## config.mk

```make
export PLATFORM = sky130hd
export DESIGN_NAME = bin2bcd_seq
export DESIGN_NICKNAME = d
export VERILOG_FILES = /design/src/rtl/bin2bcd_seq.sv
export SDC_FILE = /design/constraint.sdc
export NUM_CORES = 1
export LEC_CHECK = 0
export ABC_AREA = 1
export CORE_MARGIN = 5
export CORE_UTILIZATION = 25
export DETAILED_ROUTE_END_ITERATION = 12
export PLACE_DENSITY_LB_ADDON = 0.15
export REMOVE_ABC_BUFFERS = 1
export SLEW_MARGIN = 20
export SYNTH_ARGS = -nofsm -noshare
export SYNTH_HDL_FRONTEND = slang
export SYNTH_SLANG_ARGS = --single-unit
```

## constraint.sdc

```tcl
create_clock -name clk -period 2.2 [get_ports clk]
set_clock_uncertainty 0.2 [all_clocks]
set_input_delay 0.44 -clock clk [delete_from_list [all_inputs] [get_ports clk]]
set_output_delay 0.44 -clock clk [all_outputs]
set_load 0.03 [all_outputs]
```

## src/rtl/bin2bcd_seq.sv

```systemverilog
// rtl/bin2bcd_seq.sv - sequential shift-and-add-3 binary to BCD converter
module bin2bcd_seq #(
  parameter int BIN_W  = 14,
  parameter int DIGITS = 4
) (
  input  logic                  clk,
  input  logic                  rst_n,
  input  logic                  start,
  input  logic [BIN_W-1:0]      bin,
  output logic                  busy,
  output logic                  done,
  output logic                  ovf,
  output logic [4*DIGITS-1:0]   bcd
);

  localparam int SW    = 4 * DIGITS;
  localparam int CNT_W = $clog2(BIN_W + 1);
  // Largest value that fits in DIGITS decimal digits; compared at 64 bits so a
  // narrow bin never truncates it (the compare folds to 0 when bin cannot exceed it).
  localparam logic [63:0]      MAXV = 64'(10 ** DIGITS) - 64'd1;
  localparam logic [CNT_W-1:0] LAST = CNT_W'(BIN_W - 1);

  typedef enum logic {
    IDLE  = 1'b0,
    SHIFT = 1'b1
  } state_t;

  state_t           r_state;
  state_t           w_state_nxt;
  logic             w_accept;
  logic             w_last;
  logic             w_cmp;
  logic [CNT_W-1:0] r_cnt;
  logic [BIN_W-1:0] r_shift;
  logic [SW-1:0]    r_scratch;
  logic [SW-1:0]    w_adj;
  logic [SW-1:0]    w_scratch_nxt;
  logic             r_cmp;
  logic             r_busy;
  logic             r_done;
  logic             r_ovf;
  logic [SW-1:0]    r_bcd;

  // State register.
  always_ff @(posedge clk or negedge rst_n) begin
    if (!rst_n) begin
      r_state <= IDLE;
    end else begin
      r_state <= w_state_nxt;
    end
  end

  // Next state plus the accept / last-iteration strobes that steer the datapath.
  always_comb begin
    w_state_nxt = r_state;
    w_accept    = 1'b0;
    w_last      = 1'b0;
    case (r_state)
      IDLE: begin
        if (start) begin
          w_accept    = 1'b1;
          w_state_nxt = SHIFT;
        end
      end
      SHIFT: begin
        if (r_cnt == LAST) begin
          w_last      = 1'b1;
          w_state_nxt = IDLE;
        end
      end
      default: w_state_nxt = IDLE;
    endcase
  end

  // Add-3 correction: every nibble >= 5 gets +3, no carry across nibbles.
  always_comb begin
    w_adj = r_scratch;
    for (int i = 0; i < DIGITS; i++) begin
      if (r_scratch[4*i +: 4] >= 4'd5) begin
        w_adj[4*i +: 4] = r_scratch[4*i +: 4] + 4'd3;
      end
    end
  end

  assign w_scratch_nxt = {w_adj[SW-2:0], r_shift[BIN_W-1]};
  assign w_cmp         = (64'(bin) > MAXV);

  // Datapath: latch on accept, one bit per iteration, publish only on the last one.
  always_ff @(posedge clk or negedge rst_n) begin
    if (!rst_n) begin
      r_cnt     <= '0;
      r_shift   <= '0;
      r_scratch <= '0;
      r_cmp     <= 1'b0;
      r_busy    <= 1'b0;
      r_done    <= 1'b0;
      r_ovf     <= 1'b0;
      r_bcd     <= '0;
    end else begin
      r_done <= 1'b0;
      if (w_accept) begin
        r_shift   <= bin;
        r_scratch <= '0;
        r_cmp     <= w_cmp;
        r_busy    <= 1'b1;
        r_cnt     <= '0;
      end else if (r_state == SHIFT) begin
        r_scratch <= w_scratch_nxt;
        r_shift   <= r_shift << 1;
        r_cnt     <= r_cnt + 1'b1;
        if (w_last) begin
          r_bcd  <= r_cmp ? {SW{1'b1}} : w_scratch_nxt;
          r_ovf  <= r_cmp;
          r_done <= 1'b1;
          r_busy <= 1'b0;
        end
      end
    end
  end

  assign busy = r_busy;
  assign done = r_done;
  assign ovf  = r_ovf;
  assign bcd  = r_bcd;

endmodule
```

==> impl_metrics.tcl <==
set metrics [dict create \
    port_buffers 35 \
    fp-row-count 38 \
    grt_pass1_wl_um 10700 \
    met2_length_um 2840 \
    pin_count 36 \
    seq_area_um2 1380 \
    drc 0 \
    clkTransAtPathRegs_ns 0.11 \
    insertion_delay_ns 0.31 \
    globalplace.congestion 0.796 \
    cts_tree "yes" \
    finalCritPeriodShare_pct 93.4 \
    setup_tns_ns 0 \
    fp.dieH_um 115 \
    start_kind "flop" \
    htree_levels 2 \
    numCtsBuffers 5 \
    die-width_um 115 \
    crit_path_max_fanout 2 \
    initialDrtViolationCount 55 \
    post_cts_buffers 0 \
    crit_slowest_cell "clkdlybuf4s50_1" \
    fin_ws_ns 0.145 \
    wl_per_cell_um 12.6 \
    syn2layout_area_growth_pct 23.2 \
    grtUsageTotal_pct 10.1 \
    synth-edff-count 0 \
    clk_path_buf_depth 2 \
    status "finished, final reports clean" \
    num-fill-cells 1163 \
    grt_overflow 0 \
    slowest_delay_ns 0.71 \
    cts_sinks 55 \
    syn_area_um2 2750 \
    core-area_um2 10800 \
    seq_area_frac_synth_pct 50.1 \
    end_kind "output port" \
    yosysTopAreaCell "dfrtp_1" \
    synth_cells 328 \
    via_count 2156 \
    antenna_found_initial 0 \
    synthDistinctLibCells 26 \
    drive_above_1_share_pct 5.99 \
    ys_warn_count 0 \
    grt_pass1_vias 2148 \
    fmax_mhz 487 \
    r2r_setup_slack_ns 0.48 \
    multiInputGateArea_um2 1100 \
    ys_top_cells_by_area "dfrtp_1 (50%), nand2_1 (12%), inv_1 (6.8%), ha_1 (4.6%), nand3_1 (4.4%)" \
    cp.arrival_ns 1.42 \
    start_util_pct 25.5 \
    preCtsSetupSlack_ns 0.436 \
    routed_wl_um 6380 \
    relSlewSlack_pct 73.5 \
    drv_cap 0 \
    finalHoldViolCount 0 \
    path_cells "clkdlybuf4s50_1" \
    synth-seq-cells 55 \
    antenna_cells 0 \
    peakVddDrop_v 0.000412 \
    met1_length_um 3240 \
    setup_viol 0 \
    tightestPinTransition_ns 0.397 \
    path_delay_family "buffers and inverters" \
    antenna_left 0 \
    p_leak_nw 1.62 \
    grt_start_max_net_pins 56 \
    first_pass_iters 4 \
    synth_common_cells "nand2_1 (86), dfrtp_1 (55), inv_1 (50), nand3_1 (24), nor2_1 (23)" \
    power_density_nw_per_um2 1430 \
    min_period_ns 2.06 \
    cp.buffers_inverters 1 \
    synth_top_area_share_pct 50.1 \
    critical_path_class "reg2out" \
    synth_flop_cell "dfrtp_1" \
    via_per_inst 4.25 \
    avgSynthCellArea_um2 8.38 \
    slew_violations 0 \
    dpl.hpwl_um 4380 \
    async_flop_share_pct 100 \
    dr_wl_met3_um 236 \
    top_layer "met4" \
    rsz0062_at_grt "no" \
    cts_root_buf "clkbuf_8" \
    finalNetCount 393 \
    cp.required_ns 1.56 \
    dieArea_um2 13200 \
    synth.most_common_cell "nand2_1" \
    hold_class "reg2reg" \
]
## report_power, final
| part | switching (mW) | internal [mW] |
|---|---|---|
| Sequential | 0.289 | 1.45 |
| Clock | 0.343 | 0.369 |
| Combinational | 1.47 | 0.908 |
| Total | 2.10 | 2.73 |
## cell usage in the layout, fill, tap and decap left out, drive strengths merged
cell           count
dlygate4sd3        1
bufinv             1
nor2              24
o21ai             19
clkinv             1
nand4              6
nand2             90
ha                10
inv               54
a21oi              7
nand3             24
o211ai             7
clkdlybuf4s50     34
or2               10
mux2i              1
dfrtp             55
clkbuf             6
buf                5
o22ai              6
o221ai             6
## per-layer routing
metal,track usage [%],vias up
met5,0,-
met4,2.97,0
met3,2.37,5
met2,15.8,39
met1,13.9,991
li1,-,1121
## worst paths after layout
kind,from,endpoint,cells past startpoint
hold / removal,bcd[2],bcd[2],2
setup / recovery,bcd[5],bcd[5],1
hold reg to reg,bcd[2],bcd[2],2
max in group asynchronous,rst_n,r_shift[6],3
min in group asynchronous,rst_n,bcd[11],3
setup reg to reg,r_cnt[1],bcd[8],9
## flip-flops by register name (all words and copies together) (netlist names)
name,cells
r_state,1
r_shift,14
r_cmp,1
r_cnt,4
busy,1
bcd,16
ovf,1
r_scratch,16
done,1
## kinds of logic after synthesis
| kind of cell | after synthesis | synth area share [%] |
|---|---|---|
| and+or+nand+nor | 154 | 25.2 |
| adders and majority gates | 10 | 4.55 |
| DFF | 55 | 50.1 |
| buffers and inverters | 63 | 9.88 |
| AOI/OAI and AO/OA | 45 | 9.92 |
| muxes | 1 | 0.364 |
## final cells by class
| type | instances | share of cell area (%) |
|---|---|---|
| Inverter | 54 | 6.06 |
| Sequential cell | 55 | 40.7 |
| Timing Repair Buffer | 40 | 12.1 |
| Clock inverter | 2 | 1.03 |
| Multi-Input combinational cell | 210 | 32.5 |
| Clock buffer | 6 | 2.44 |
| Tap cell | 140 | 5.17 |
## timing repair
action,CTS,global route
gates resized for setup,0,0
hold buffers,1,0
hold endpoints to repair,55,0
## tightest hold or removal path, cell delays in order (launching register included)
cell	delay [ns]
dfrtp_1	0.37
a21oi_1	0.06
nand2_1	0.05
## metrics by stage
step | utilization (%) | power [mW] | instance area [µm²] | hold WS [ns] | instances
after floorplan | - | 3.36 | 2680 | -0.0556 | 319
after global routing | 31.4 | 5.28 | 3390 | 0.329 | 507
after global placement | 30.2 | 4.16 | 3260 | 0.270 | 498
final | 31.4 | 4.83 | 3390 | 0.308 | 507
after detailed placement | 30.2 | 4.17 | 3260 | 0.269 | 498
after CTS | 31.4 | 4.91 | 3390 | 0.315 | 507
Note: power is estimated with default switching activity, not from simulation.
